File: src/rtl/store_drain_unit.sv
// Store buffer drain consumer: tag lookup, byte-masked hit write, write-allocate line fill on miss.
// Optional STORE_DRAIN_NO_ALLOCATE_EN turns the miss path into a write-around memory store.

module store_drain_lane #(
    parameter int LANE  = 0,
    parameter int OFF_W = 4
) (
    input  logic [OFF_W-1:0] off,
    input  logic             is_byte,
    input  logic [31:0]      data,
    input  logic [7:0]       fill_byte,
    output logic [7:0]       st_byte,
    output logic             st_mask,
    output logic [7:0]       merged
);
    localparam logic [OFF_W-1:0] LANE_IDX = OFF_W'(LANE);

    always_comb begin
        st_mask = 1'b0;
        st_byte = 8'h00;
        if (is_byte) begin
            st_mask = (off == LANE_IDX);
            if (st_mask) st_byte = data[7:0];
        end else begin
            // Word stores ignore off[1:0]: the lane belongs if it sits in the same aligned word.
            st_mask = ((off >> 2) == (LANE_IDX >> 2));
            if (st_mask) st_byte = data[8*(LANE%4) +: 8];
        end
        merged = st_mask ? st_byte : fill_byte;
    end
endmodule

module store_drain_unit #(
    parameter int LINE_BYTES = 16,
    parameter int ADDR_W     = 32
) (
    input  logic                    clk,
    input  logic                    reset,
    input  logic                    drain_in,
    input  logic [ADDR_W-1:0]       addr_in,
    input  logic [31:0]             data_in,
    input  logic                    is_byte_in,
    output logic                    stall_out,
    output logic [ADDR_W-1:0]       tag_addr,
    input  logic                    tag_hit,
    output logic                    cache_we,
    output logic                    cache_fill,
    output logic [ADDR_W-1:0]       cache_addr,
    output logic [8*LINE_BYTES-1:0] cache_wdata,
    output logic [LINE_BYTES-1:0]   cache_wmask,
    output logic                    mem_req,
    output logic [ADDR_W-1:0]       mem_addr,
    input  logic                    mem_ready,
    input  logic [8*LINE_BYTES-1:0] mem_rdata
`ifdef STORE_DRAIN_NO_ALLOCATE_EN
    ,
    output logic                    mem_we,
    output logic [LINE_BYTES-1:0]   mem_wmask,
    output logic [8*LINE_BYTES-1:0] mem_wdata
`endif
);
    localparam int OFF_W = $clog2(LINE_BYTES);

    typedef enum logic [1:0] {IDLE, LOOKUP, MEM, WRITE} state_t;

    typedef struct packed {
        logic [ADDR_W-1:0] addr;
        logic [31:0]       data;
        logic              is_byte;
    } store_t;

    state_t state;
    store_t cap;

    logic [ADDR_W-1:0]                line_addr;
    logic [LINE_BYTES-1:0][7:0]       st_bytes;
    logic [LINE_BYTES-1:0][7:0]       merged;
    logic [LINE_BYTES-1:0]            st_mask;

    assign line_addr = {cap.addr[ADDR_W-1:OFF_W], {OFF_W{1'b0}}};

    for (genvar i = 0; i < LINE_BYTES; i++) begin : g_lane
        store_drain_lane #(.LANE(i), .OFF_W(OFF_W)) u_lane (
            .off       (cap.addr[OFF_W-1:0]),
            .is_byte   (cap.is_byte),
            .data      (cap.data),
            .fill_byte (mem_rdata[8*i +: 8]),
            .st_byte   (st_bytes[i]),
            .st_mask   (st_mask[i]),
            .merged    (merged[i])
        );
    end

`ifdef STORE_DRAIN_NO_ALLOCATE_EN
    logic unused_merged;
    assign unused_merged = ^merged;
`endif

    always_ff @(posedge clk or negedge reset) begin
        if (!reset) begin
            state       <= IDLE;
            cap         <= '0;
            stall_out   <= 1'b0;
            tag_addr    <= '0;
            cache_we    <= 1'b0;
            cache_fill  <= 1'b0;
            cache_addr  <= '0;
            cache_wdata <= '0;
            cache_wmask <= '0;
            mem_req     <= 1'b0;
            mem_addr    <= '0;
`ifdef STORE_DRAIN_NO_ALLOCATE_EN
            mem_we      <= 1'b0;
            mem_wmask   <= '0;
            mem_wdata   <= '0;
`endif
        end else begin
            case (state)
                IDLE: begin
                    if (drain_in) begin
                        cap       <= '{addr: addr_in, data: data_in, is_byte: is_byte_in};
                        tag_addr  <= {addr_in[ADDR_W-1:OFF_W], {OFF_W{1'b0}}};
                        stall_out <= 1'b1;
                        state     <= LOOKUP;
                    end
                end
                LOOKUP: begin
                    if (tag_hit) begin
                        cache_we    <= 1'b1;
                        cache_fill  <= 1'b0;
                        cache_addr  <= line_addr;
                        cache_wdata <= st_bytes;
                        cache_wmask <= st_mask;
                        state       <= WRITE;
                    end else begin
                        mem_req  <= 1'b1;
                        mem_addr <= line_addr;
`ifdef STORE_DRAIN_NO_ALLOCATE_EN
                        mem_we    <= 1'b1;
                        mem_wmask <= st_mask;
                        mem_wdata <= st_bytes;
`endif
                        state    <= MEM;
                    end
                end
                MEM: begin
                    if (mem_ready) begin
                        mem_req <= 1'b0;
`ifdef STORE_DRAIN_NO_ALLOCATE_EN
                        mem_we    <= 1'b0;
                        stall_out <= 1'b0;
                        state     <= IDLE;
`else
                        // Store lanes override the fetched line before allocation.
                        cache_we    <= 1'b1;
                        cache_fill  <= 1'b1;
                        cache_addr  <= line_addr;
                        cache_wdata <= merged;
                        cache_wmask <= '1;
                        state       <= WRITE;
`endif
                    end
                end
                WRITE: begin
                    cache_we   <= 1'b0;
                    cache_fill <= 1'b0;
                    stall_out  <= 1'b0;
                    state      <= IDLE;
                end
                default: state <= IDLE;
            endcase
        end
    end
endmodule

File: config.mk
export PLATFORM = sky130hd
export DESIGN_NAME = store_drain_unit
export DESIGN_NICKNAME = d
export VERILOG_FILES = /design/src/rtl/store_drain_unit.sv
export SDC_FILE = /design/constraint.sdc
export NUM_CORES = 1
export LEC_CHECK = 0
export CAP_MARGIN = 20
export CORE_MARGIN = 2
export CORE_UTILIZATION = 49
export DETAILED_ROUTE_END_ITERATION = 6
export GPL_TIMING_DRIVEN = 0
export PLACE_DENSITY = 0.89
export SLEW_MARGIN = 30
export SYNTH_ARGS = -nofsm -noshare
export SYNTH_HDL_FRONTEND = slang
export SYNTH_HIERARCHICAL = 1
export SYNTH_SLANG_ARGS = --single-unit
export TNS_END_PERCENT = 10
File: constraint.sdc
create_clock -name clk -period 3 [get_ports clk]
set_input_delay 0.45 -clock clk [delete_from_list [all_inputs] [get_ports clk]]
set_output_delay 0.45 -clock clk [all_outputs]
set_load 0.05 [all_outputs]
==> results by group, run 1 <==
Outcome
  • Status: finished, final reports clean

Clock tree
  • Inserted Clock Buffers: 30
  • Clock sink count: ~270
  • CTS tree: built
  • Reg clk slew, reported paths: 0.06 ns
  • H-tree depth: 1
  • Worst skew pair latency: 0.57 ns
  • Post-CTS setup buffer count: 0
  • Clock buffer depth: 3
  • CTS root buffer: clkbuf_16

Timing
  • Final WS setup: between 0.3 and 0.4 ns
  • Endpoints failing hold: 0
  • Final setup viols: 0
  • Fmax: 371 MHz
  • Worst-Margin Slew: 1.03 ns
  • Max Slew Vio Count: 0
  • RSZ-0062 raised after global routing: no
  • Max transition margin: approximately a third
  • Tmin final: 2.70 ns
  • Final Cycle Share: 89.8%
  • Layout Skew: 0.0190 ns

Critical path
  • Max Fanout on Critical Path: 17
  • Setup Crit Path Kind: flop to flop
  • Worst r2r src: cap[0]
  • Worst R2R Setup Slack: 0.30 ns
  • Critical Path Max Stage Delay: roughly 1.0 ns
  • R2r worst-path depth: 6
  • CP startpoint: cap[0]
  • Worst reg2reg endpoint: cache_wdata[72]
  • CP Data Arrival Time: 3.14 ns
  • WP data required: roughly 3.5 ns
  • CP max-delay cell: dfrtp_1
  • Setup crit start kind: flop
  • Cells along the critical path: buf_2 -> nor3b_4 -> a32oi_1 -> o21ai_0 -> mux2_2 -> mux2_2
  • CP endpoint kind: flop
  • Crit path top cell by count: mux2_2

Floorplan
  • Core Rows: 66
  • Core box area: 0.0324 mm2
  • Initial Utilization: 49.5%
  • Ports: 442
  • Die Y: 185 um
  • Die W: between 150 and 200 um
  • Total die area: between 0.03 and 0.04 mm2

Finish
  • Final nets: 2015
  • Most frequent cells in the layout: 428 x clkdlybuf4s50_1, 314 x mux2_2, 259 x dfrtp_1
  • Most common cell after layout, fill and taps aside: clkdlybuf4s50_1
  • Share of layout cells above drive strength 1: 35.2%
  • Area Growth Syn to Fin: 38.0%
  • Final core utilization: about two thirds

Power and ir drop
  • Overall power: 29500 uW
  • Peak supply drop: about 0.0011 V
  • Power Density: ~1300 mW/mm2
  • Leakage power: 0.0106 uW

Yosys
  • FFs w/ async S/R, synth: 100%
  • Number of flops mapped to enable cells by yosys: 0
  • Count of cell types in the netlist: between 50 and 60
  • Register area share after synthesis: 42.3%
  • Cell count after synthesis: 1334
  • Syn Std Cell Area: 0.0160 mm2
  • Most used DFF post-synth: dfrtp_1
  • Ys Warns: 6
  • Mean Syn Cell Area: 12.0 um2
  • Post-synthesis register bit count: 271

Global route
  • Largest net degree at the start of global routing: 89
  • Total grt overflow: 0
  • First-pass GRT wire length: between 80000 and 90000 um
  • Initial antenna violation count: 3
  • GRT Resource Usage Total: about a third
  • Vias in the first global route: roughly 14000

Placement
  • Port Buffer Count: 429
  • Dpl ws: approximately 0.38 ns
  • Routability cong.: 0.861
  • Placed wire-length estimate: 39600 um

Detailed routing
  • Routed Antenna Nets: 0
  • Number of detailed-route iterations in the first pass: 7
  • WL/cell: 24.4 um
  • Post-detailed-routing wire length: 55600 um
  • # DRC: 0
  • Vias per cell: 5.75
  • DR iter-0 viols: 896
  • Vias: 13100

Worst hold path
  • Worst hold path type: primary input to asynchronous set/reset pin

Flow run
  • Max Cap Violations: 0
[worst max-delay path by stage]
stage	endpoint	slack [ns]	cells past startpoint
after global routing	cache_wdata[40]	0.28	6
after detailed placement	cache_wdata[119]	0.38	7
final	cache_wdata[72]	0.30	6
after floorplan	cache_wdata[102]	0.40	6
after global placement	cache_wdata[43]	-10.21	1
after CTS	cache_wdata[72]	0.36	6
[cell usage after synthesis (14+ instances only)]
| master | n | area share (%) |
|---|---|---|
| a21o_1 | 48 | 2.2 |
| a32o_1 | 14 | 0.87 |
| a32o_2 | 34 | 2.4 |
| a32oi_1 | 48 | 2.6 |
| and2_1 | 25 | 0.98 |
| buf_2 | 21 | 0.66 |
| buf_4 | 54 | 2.5 |
| buf_6 | 21 | 1.5 |
| clkbuf_1 | 19 | 0.45 |
| dfrtp_1 | 271 | 42 |
| inv_1 | 122 | 2.9 |
| mux2_2 | 314 | 22 |
| mux2_4 | 68 | 6.4 |
| mux2i_1 | 16 | 1.0 |
| nand2_1 | 93 | 2.2 |
| nor2_1 | 21 | 0.49 |
| o21ai_0 | 34 | 1.1 |
| o21ai_2 | 16 | 0.87 |
[where the power goes]
part / internal, uW / switching [uW] / total [uW]
Clock: 2320 / 1590 / 3910
Sequential: 5200 / 2360 / 7560
Combinational: 8140 / 9900 / 18000
Total: 15700 / 13900 / 29500
[stage by stage]
stage / setup TNS, ns / hold WS, ns / instances / instance area [um2]
4_1_cts: 0 / 0.389 / 2275 / 22100
6_report: 0 / 0.384 / 2277 / 22100
5_1_grt: 0 / 0.423 / 2276 / 22100
3_3_place_gp: -2758.84 / 0.457 / 2216 / 20900
2_1_floorplan: 0 / 0.154 / 1345 / 16100
3_5_place_dp: 0 / 0.397 / 2221 / 21100
[cell families after synthesis]
| family | Yosys count | synth area share (%) |
|---|---|---|
| other cells | 1 | 0.0234 |
| flops | 271 | 42.3 |
| simple gates | 193 | 7.09 |
| fa+ha+maj | 5 | 0.390 |
| buf+inv | 250 | 9.39 |
| compound gates | 216 | 11.3 |
| mux | 398 | 29.4 |
[sequential cells by signal, summed over array words and instances, names as in the netlist]
register     count
cache_wdata    128
cap             65
cache_addr      28
mem_addr        28
cache_wmask     16
state            2
cache_fill       1
cache_we         1
mem_req          1
stall_out        1
[critical path, delay by kind of cell (launching register included)]
kind	cells	cell delay (ns)
mux	2	0.54
simple gates	1	0.10
compound gates	2	0.52
flops	1	1.02
buf+inv	1	0.39
[final cells by class]
cell class,instances,area [um2]
Antenna cell,2,5.00
Buffer,128,1050
Clock buffer,41,893
Clock inverter,12,146
Fill cell,2248,10300
Inverter,122,458
Multi-Input combinational cell,824,7780
Sequential cell,271,6800
Tap cell,442,553
Timing Repair Buffer,435,4440
[layer usage]
| metal | up-vias | track usage [%] | wire (um) |
|---|---|---|---|
| met5 | - | 0 | 29 |
| li1 | 5646 | - | - |
| met3 | 184 | 9.79 | 6120 |
| met4 | 4 | 15.5 | 2940 |
| met1 | 6473 | 36.1 | 20100 |
| met2 | 779 | 54.0 | 26400 |
[timing repair]
item,4_1_cts,5_1_grt
gates resized for setup,0,0
endpoints found under the hold margin,52,0
hold buffers,1,0
Power figures use the tool's default switching activity.
==> inputs of run 2 (changes only) <==
--- a/config.mk
+++ b/config.mk
@@ -5,12 +5,13 @@
 export SDC_FILE = /design/constraint.sdc
 export NUM_CORES = 1
 export LEC_CHECK = 0
+export ABC_AREA = 1
 export CAP_MARGIN = 20
 export CORE_MARGIN = 2
-export CORE_UTILIZATION = 49
+export CORE_UTILIZATION = 50
 export DETAILED_ROUTE_END_ITERATION = 6
 export GPL_TIMING_DRIVEN = 0
-export PLACE_DENSITY = 0.89
+export PLACE_DENSITY = 0.81
 export SLEW_MARGIN = 30
 export SYNTH_ARGS = -nofsm -noshare
 export SYNTH_HDL_FRONTEND = slang
==> results by group, run 2 <==
Yosys
  • Synth top area cells: dfrtp_1 39%, nand2_1 28%, nand3_1 10%, inv_1 2.8%, nand3b_1 2.8%
  • Synth Area in Compound Gates: ~2.0%
  • Post-synthesis register bit count: 271
  • Mean Syn Cell Area: approximately 6.9 um2
  • XOR/XNOR share of the synthesized area: 0%
  • Synth top cells by count: 1302 x nand2_1, 360 x nand3_1, 271 x dfrtp_1, 128 x inv_1, 73 x buf_2
  • Cell count after synthesis: 2518
  • Most used DFF post-synth: dfrtp_1
  • Most area-hungry cell type in the Yosys netlist: dfrtp_1
  • Post-synthesis mux area share: 0%
  • Largest family of logic cells by synthesized area: simple AND/OR/NAND/NOR gates
  • Share of the synthesized area in the top cell type: 39.0%
  • FFs w/ async S/R, synth: 100%
  • Most frequent cell after synthesis: nand2_1
  • Register area share after synthesis: 39.0%
  • Number of flops mapped to enable cells by yosys: 0
  • Post-Synth Adder-Cell Area: 0.360%
  • Ys Warns: 6
  • Syn Std Cell Area: 0.0174 mm2
  • Count of cell types in the netlist: 32
  • Post-Synth Simple-Gate Area: about 50%

Timing
  • Final setup viols: 0
  • Fmax: about 420 MHz
  • RSZ-0062 raised after global routing: no
  • Max Slew Vio Count: 0
  • Endpoints failing hold: 0
  • Total negative slack: 0 ns
  • Tmin final: 2.38 ns
  • Layout Skew: 0.0208 ns
  • Worst-Margin Slew: approximately 0.78 ns
  • Min Hold Slack: 0.396 ns
  • Max transition margin: between 40 and 50%
  • Final WS setup: 0.621 ns
  • Final Cycle Share: 79.3%

Detailed routing
  • Post-detailed-routing wire length: 67200 um
  • Number of detailed-route iterations in the first pass: 5
  • Met2 wire len: ~31000 um
  • Met1 Wirelength: 26900 um
  • Routed Antenna Nets: 0
  • DR iter-0 viols: 1711
  • # DRC: 0
  • Met3 wire length: ~6700 um
  • Top Layer Used: met5
  • Vias per cell: about 5.4
  • WL/cell: 19.3 um
  • Vias: 18800

Critical path
  • Setup crit start kind: flop
  • Cells along the critical path: buf_4 -> clkdlybuf4s50_1
  • Critical Path Max Stage Delay: 0.80 ns
  • Max Fanout on Critical Path: 3
  • Setup Crit Path Kind: flop to primary output
  • CP bufs+invs: 2
  • Worst r2r src: cap[33]
  • CP max-delay cell: clkdlybuf4s50_1
  • Delay-heaviest family, CP: buffers and inverters
  • R2r worst-path depth: 9
  • WP data required: between 2 and 3 ns
  • Worst reg2reg endpoint: cache_wdata[47]
  • Worst R2R Setup Slack: between 0.8 and 0.9 ns
  • CP endpoint kind: primary output
  • CP Data Arrival Time: 1.93 ns

Global route
  • GRT Resource Usage Total: 36.7%
  • First-pass GRT wire length: between 100000 and 150000 um
  • Largest net degree at the start of global routing: 93
  • Vias in the first global route: 18000
  • Initial antenna violation count: 10
  • Total grt overflow: 0

Power and ir drop
  • Power Density: 1270 mW/mm2
  • Net Sw Power: 16200 uW
  • Flop pwr share: 25.7%
  • Sw frac: 54.5%
  • Comb power frac: 61.2%
  • Cell Int Power: 13500 uW
  • Peak supply drop: 0.000868 V
  • Leakage power: 0.0131 uW
  • Clock Power Share: 13.1%

Clock tree
  • Worst skew pair latency: 0.57 ns
  • Post-CTS setup buffer count: 0
  • Reg clk slew, reported paths: 0.06 ns
  • Clock sink count: 271
  • CTS tree: built
  • H-tree depth: 1
  • Inserted Clock Buffers: 30
  • Clock buffer depth: 3
  • CTS root buffer: clkbuf_16

Outcome
  • Status: finished, final reports clean

Placement
  • Placed wire-length estimate: roughly 50000 um
  • Dpl ws: 0.840 ns
  • Port Buffer Count: 429
  • Placed cell count: 3418
  • Routability cong.: 0.930

Floorplan
  • Core box area: 0.0344 mm2
  • Core Rows: 68
  • Die Y: 191 um
  • Total die area: 0.0363 mm2
  • Ports: 442
  • Initial Utilization: 50.6%
  • Die W: 191 um

Finish
  • Share of layout cells above drive strength 1: about an eighth
  • Most frequent cells in the layout: 1302 x nand2_1, 428 x clkdlybuf4s50_1, 360 x nand3_1
  • Biggest register: cache_wdata
  • Area Growth Syn to Fin: 35.3%
  • Number of flip-flops in the largest register: approximately 130
  • Biggest regs: cache_wdata: 128 flops, cap: 65 flops
  • Final nets: 3199
  • Most common cell after layout, fill and taps aside: nand2_1
  • Fillers: between 2000 and 3000
  • Post-route non-filler standard cell count: between 3000 and 4000

Flow run
  • Max Cap Violations: 0

Worst hold path
  • Worst hold path type: primary input to asynchronous set/reset pin
==> run 2: changes by cell type in the layout (fill, tap and decap cells not counted), moves of 34 or more <==
cell / change
mux2_4: -68
nand3_2: +40
nand3b_1: +64
mux2_2: -314
buf_2: +52
a32oi_1: -48
a32o_2: -34
nand2_1: +1209
a21o_1: -48
nand3_1: +360
==> run 2: logic make-up (layout without fill, tap and decap cells) <==
logic type      Yosys count  after routing
compound gates           61             61
buf+inv                 319            810
other cells               1             20
fa+ha+maj                 5              5
simple gates           1861           1861
flops                   271            271
==> run 2: per-stage QoR <==
stage                     instance area [um2]  power (uW)  utilization, %
final                                   23500       29800            68.5
after CTS                               23500       29600            68.4
after global placement                  22300       25200            64.9
after detailed placement                22500       25600            65.3
after floorplan                         17400       19100               -
after global routing                    23500       31400            68.4
==> run 2: cell type report <==
cell class	count	area (um2)	area share (%)
Antenna cell	8	20.0	0.0851
Buffer	159	1040	4.41
Clock buffer	46	912	3.88
Clock inverter	10	139	0.590
Inverter	160	668	2.84
Multi-Input combinational cell	1939	8950	38.0
Sequential cell	271	6800	28.9
Tap cell	455	569	2.42
Timing Repair Buffer	435	4430	18.8
==> run 2: worst register-to-register path: stages (launching register included) <==
cell	delay (ns)
dfrtp_2	0.84
inv_1	0.13
nor2_2	0.36
nand2_4	0.15
nand3_1	0.13
nand3_2	0.06
nand2_1	0.15
nand2_1	0.10
nand3_1	0.09
nand2_1	0.06
==> run 2: worst max path at each step <==
| stage | start | end | slack [ns] | depth (start not counted) |
|---|---|---|---|---|
| 3_5_place_dp | mem_ready | cache_wmask[6] | 0.84 | 8 |
| 2_1_floorplan | cap[35] | cache_wdata[32] | 0.48 | 9 |
| 5_1_grt | cap[41] | tag_addr[8] | 0.57 | 2 |
| 3_3_place_gp | reset | mem_addr[14] | -9.79 | 1 |
| 4_1_cts | cap[38] | tag_addr[5] | 0.60 | 2 |
| 6_report | cap[61] | tag_addr[28] | 0.62 | 2 |
==> run 2: metal layers <==
layer  up-vias  track usage (%)
li1       8817                -
met1      8837             48.2
met2       998             59.6
met3       166             6.90
met4         4             15.1
met5         -                0
==> run 2: power groups by stage <==
stage	logic (uW)	clock network, uW	registers [uW]
finish	18200	3910	7640
floorplan	8490	0	10600
CTS	18100	3940	7550
global route	19600	4100	7740
detailed placement	18000	0	7580
global placement	17600	0	7660
==> run 2: timing repair <==
item,4_1_cts,5_1_grt
hold buffers,1,0
endpoints found under the hold margin,59,0
resized for setup,0,0
==> inputs of run 3 (changes only) <==
--- a/config.mk
+++ b/config.mk
@@ -8,10 +8,10 @@
 export ABC_AREA = 1
 export CAP_MARGIN = 20
 export CORE_MARGIN = 2
-export CORE_UTILIZATION = 50
+export CORE_UTILIZATION = 46
 export DETAILED_ROUTE_END_ITERATION = 6
 export GPL_TIMING_DRIVEN = 0
-export PLACE_DENSITY = 0.81
+export PLACE_DENSITY = 0.79
 export SLEW_MARGIN = 30
 export SYNTH_ARGS = -nofsm -noshare
 export SYNTH_HDL_FRONTEND = slang
==> constraint.sdc (replaced) <==
create_clock -name clk -period 2.1 [get_ports clk]
set_input_delay 0.315 -clock clk [delete_from_list [all_inputs] [get_ports clk]]
set_output_delay 0.315 -clock clk [all_outputs]
set_load 0.05 [all_outputs]
==> results by group, run 3 (synthesis gave the netlist of run 2 again) <==
Detailed routing
  • # DRC: 0
  • Routed Antenna Nets: 0
  • WL/cell: 19.3 um
  • Number of detailed-route iterations in the first pass: 6
  • Vias per cell: 5.31
  • Post-detailed-routing wire length: just under 70000 um
  • Vias: 18800
  • DR iter-0 viols: 1649

Finish
  • Most common cell after layout, fill and taps aside: nand2_1
  • Fillers: between 3000 and 4000
  • Share of layout cells above drive strength 1: 12.7%
  • Final nets: 3207
  • Most frequent cells in the layout: 1302 x nand2_1, 360 x nand3_1, 258 x dfrtp_1
  • Area Growth Syn to Fin: 36.1%
  • Final Instance Area: 0.0237 mm2
  • Area of the multi-input gates: 0.00896 mm2
  • Biggest register: cache_wdata
  • Number of flip-flops in the largest register: 128
  • Final core utilization: 63.1%
  • Biggest regs: cache_wdata: 128 flops, cap: 65 flops
  • Storage element area: 0.00681 mm2

Timing
  • Final Cycle Share: 99.0%
  • Max Slew Vio Count: 0
  • RSZ-0062 raised after global routing: no
  • Worst-Margin Slew: 0.679 ns
  • Total negative slack: 0 ns
  • Fmax: 481 MHz
  • Max transition margin: a little over half
  • Layout Skew: 0.0217 ns
  • Endpoints failing hold: 0
  • Min Hold Slack: ~0.21 ns
  • Final setup viols: 0
  • Tmin final: 2.08 ns

Critical path
  • Worst setup path endpoint: cache_wdata[29]
  • Delay-heaviest family, CP: buffers and inverters
  • Max Fanout on Critical Path: 2
  • CP bufs+invs: 1
  • CP Depth: 1
  • R2r worst-path depth: 8
  • Worst R2R Setup Slack: 0.08 ns
  • Worst reg2reg endpoint: cache_wmask[14]
  • CP Data Arrival Time: 1.76 ns
  • CP max-delay cell: clkdlybuf4s50_1
  • Setup Crit Path Kind: flop to primary output
  • Worst r2r src: state[0]
  • Setup crit start kind: flop
  • Critical Path Max Stage Delay: 0.81 ns
  • CP endpoint kind: primary output
  • Cells along the critical path: clkdlybuf4s50_1
  • WP data required: 1.78 ns
  • CP startpoint: cache_wdata[29]

Clock tree
  • H-tree depth: 1
  • Reg clk slew, reported paths: 0.06 ns
  • Clock sink count: approximately 270
  • Worst skew pair latency: 0.60 ns
  • CTS tree: built
  • Inserted Clock Buffers: 31
  • Clock buffer depth: 3
  • CTS root buffer: clkbuf_16

Global route
  • Initial antenna violation count: 7
  • Largest net degree at the start of global routing: 79
  • GRT Resource Usage Total: 33.9%
  • First-pass GRT wire length: a little over 100000 um
  • Vias in the first global route: about 18000
  • Total grt overflow: 0

Placement
  • Placed instance area: around 0.022 mm2
  • Placed wire-length estimate: 50200 um
  • Port Buffer Count: 429
  • Routability cong.: about 0.96

Power and ir drop
  • Clock Power Share: 14.5%
  • Cell Int Power: 19200 uW
  • Leakage power: roughly 0.014 uW
  • Peak supply drop: 0.00122 V
  • Flop pwr share: roughly a quarter
  • Net Sw Power: 23300 uW
  • Sw frac: 54.8%
  • Comb power frac: 60.4%
  • Power Density: 1800 mW/mm2

Floorplan
  • Initial Utilization: about 46%
  • Die Y: 198 um
  • Die W: 198 um
  • Core Rows: 71
  • Core box area: 0.0375 mm2
  • Total die area: 0.0394 mm2
  • Ports: 442

Worst hold path
  • Worst hold path type: primary input to asynchronous set/reset pin

Outcome
  • Status: finished, final reports clean

Flow run
  • Max Cap Violations: 0
==> run 3: layout make-up <==
type                    count  share of cell area, %
inverters                 160                   2.82
clock buffers              43                   3.68
multi-input cells        1939                   37.8
plain buffers             159                   4.46
flip-flops and latches    271                   28.8
clock inverters            14                   1.17
diodes                      6                 0.0634
well taps                 511                   2.70
repair buffers            442                   18.5
==> run 3: worst register-to-register path: stages, from the launching register on <==
cell and delay, ns:
dfrtp_1 0.41, inv_1 0.11, ha_1 0.22, buf_4 0.16, nand2_4 0.17, clkbuf_4 0.33, buf_2 0.33, nand3_1 0.13
nand2_1 0.08
==> run 3: power by group through the flow <==
stage	clock, uW	sequential [uW]	combinational [uW]
finish	6140	10700	25700
global route	6420	10800	27600
CTS	6210	10800	25000
detailed placement	0	10900	25600
global placement	0	10800	25200
floorplan	0	15200	12100
==> run 3: worst min path at each step <==
stage	start	to	slack (ns)	cells past startpoint
floorplan	reset	cache_addr[10]	0.02	0
global placement	cache_wdata[9]	cache_wdata[9]	0.45	2
detailed placement	reset	cache_wdata[53]	0.23	1
CTS	reset	cache_wdata[53]	0.22	2
global route	data_in[30]	cap[31]	0.25	3
finish	reset	cache_wdata[53]	0.21	2
==> run 3: metal layers <==
metal / track usage (%) / vias to the layer above / share of wire [%]
met3: 5.70 / 204 / 9.4
met2: 54.3 / 980 / 45
met1: 44.6 / 8790 / 40
met4: 16.7 / 2 / 5.4
li1: - / 8854 / -
met5: 0 / - / 0.019
==> run 3: per-stage QoR <==
step                instances  setup WS (ns)  total power (uW)
floorplan                2529          0.184             27300
global placement         3469         -11.51             36000
detailed placement       3472         0.0219             36500
CTS                      3530        0.00124             42000
global route             3543       0.000273             44900
finish                   3545         0.0207             42500
==> run 3: repair_timing <==
action	in CTS	in global routing
setup buffers	0	9
hold endpoints to repair	42	0
gates resized for setup	142	40
setup endpoints to repair	142	118
pin swaps	0	0
hold buffers	1	0
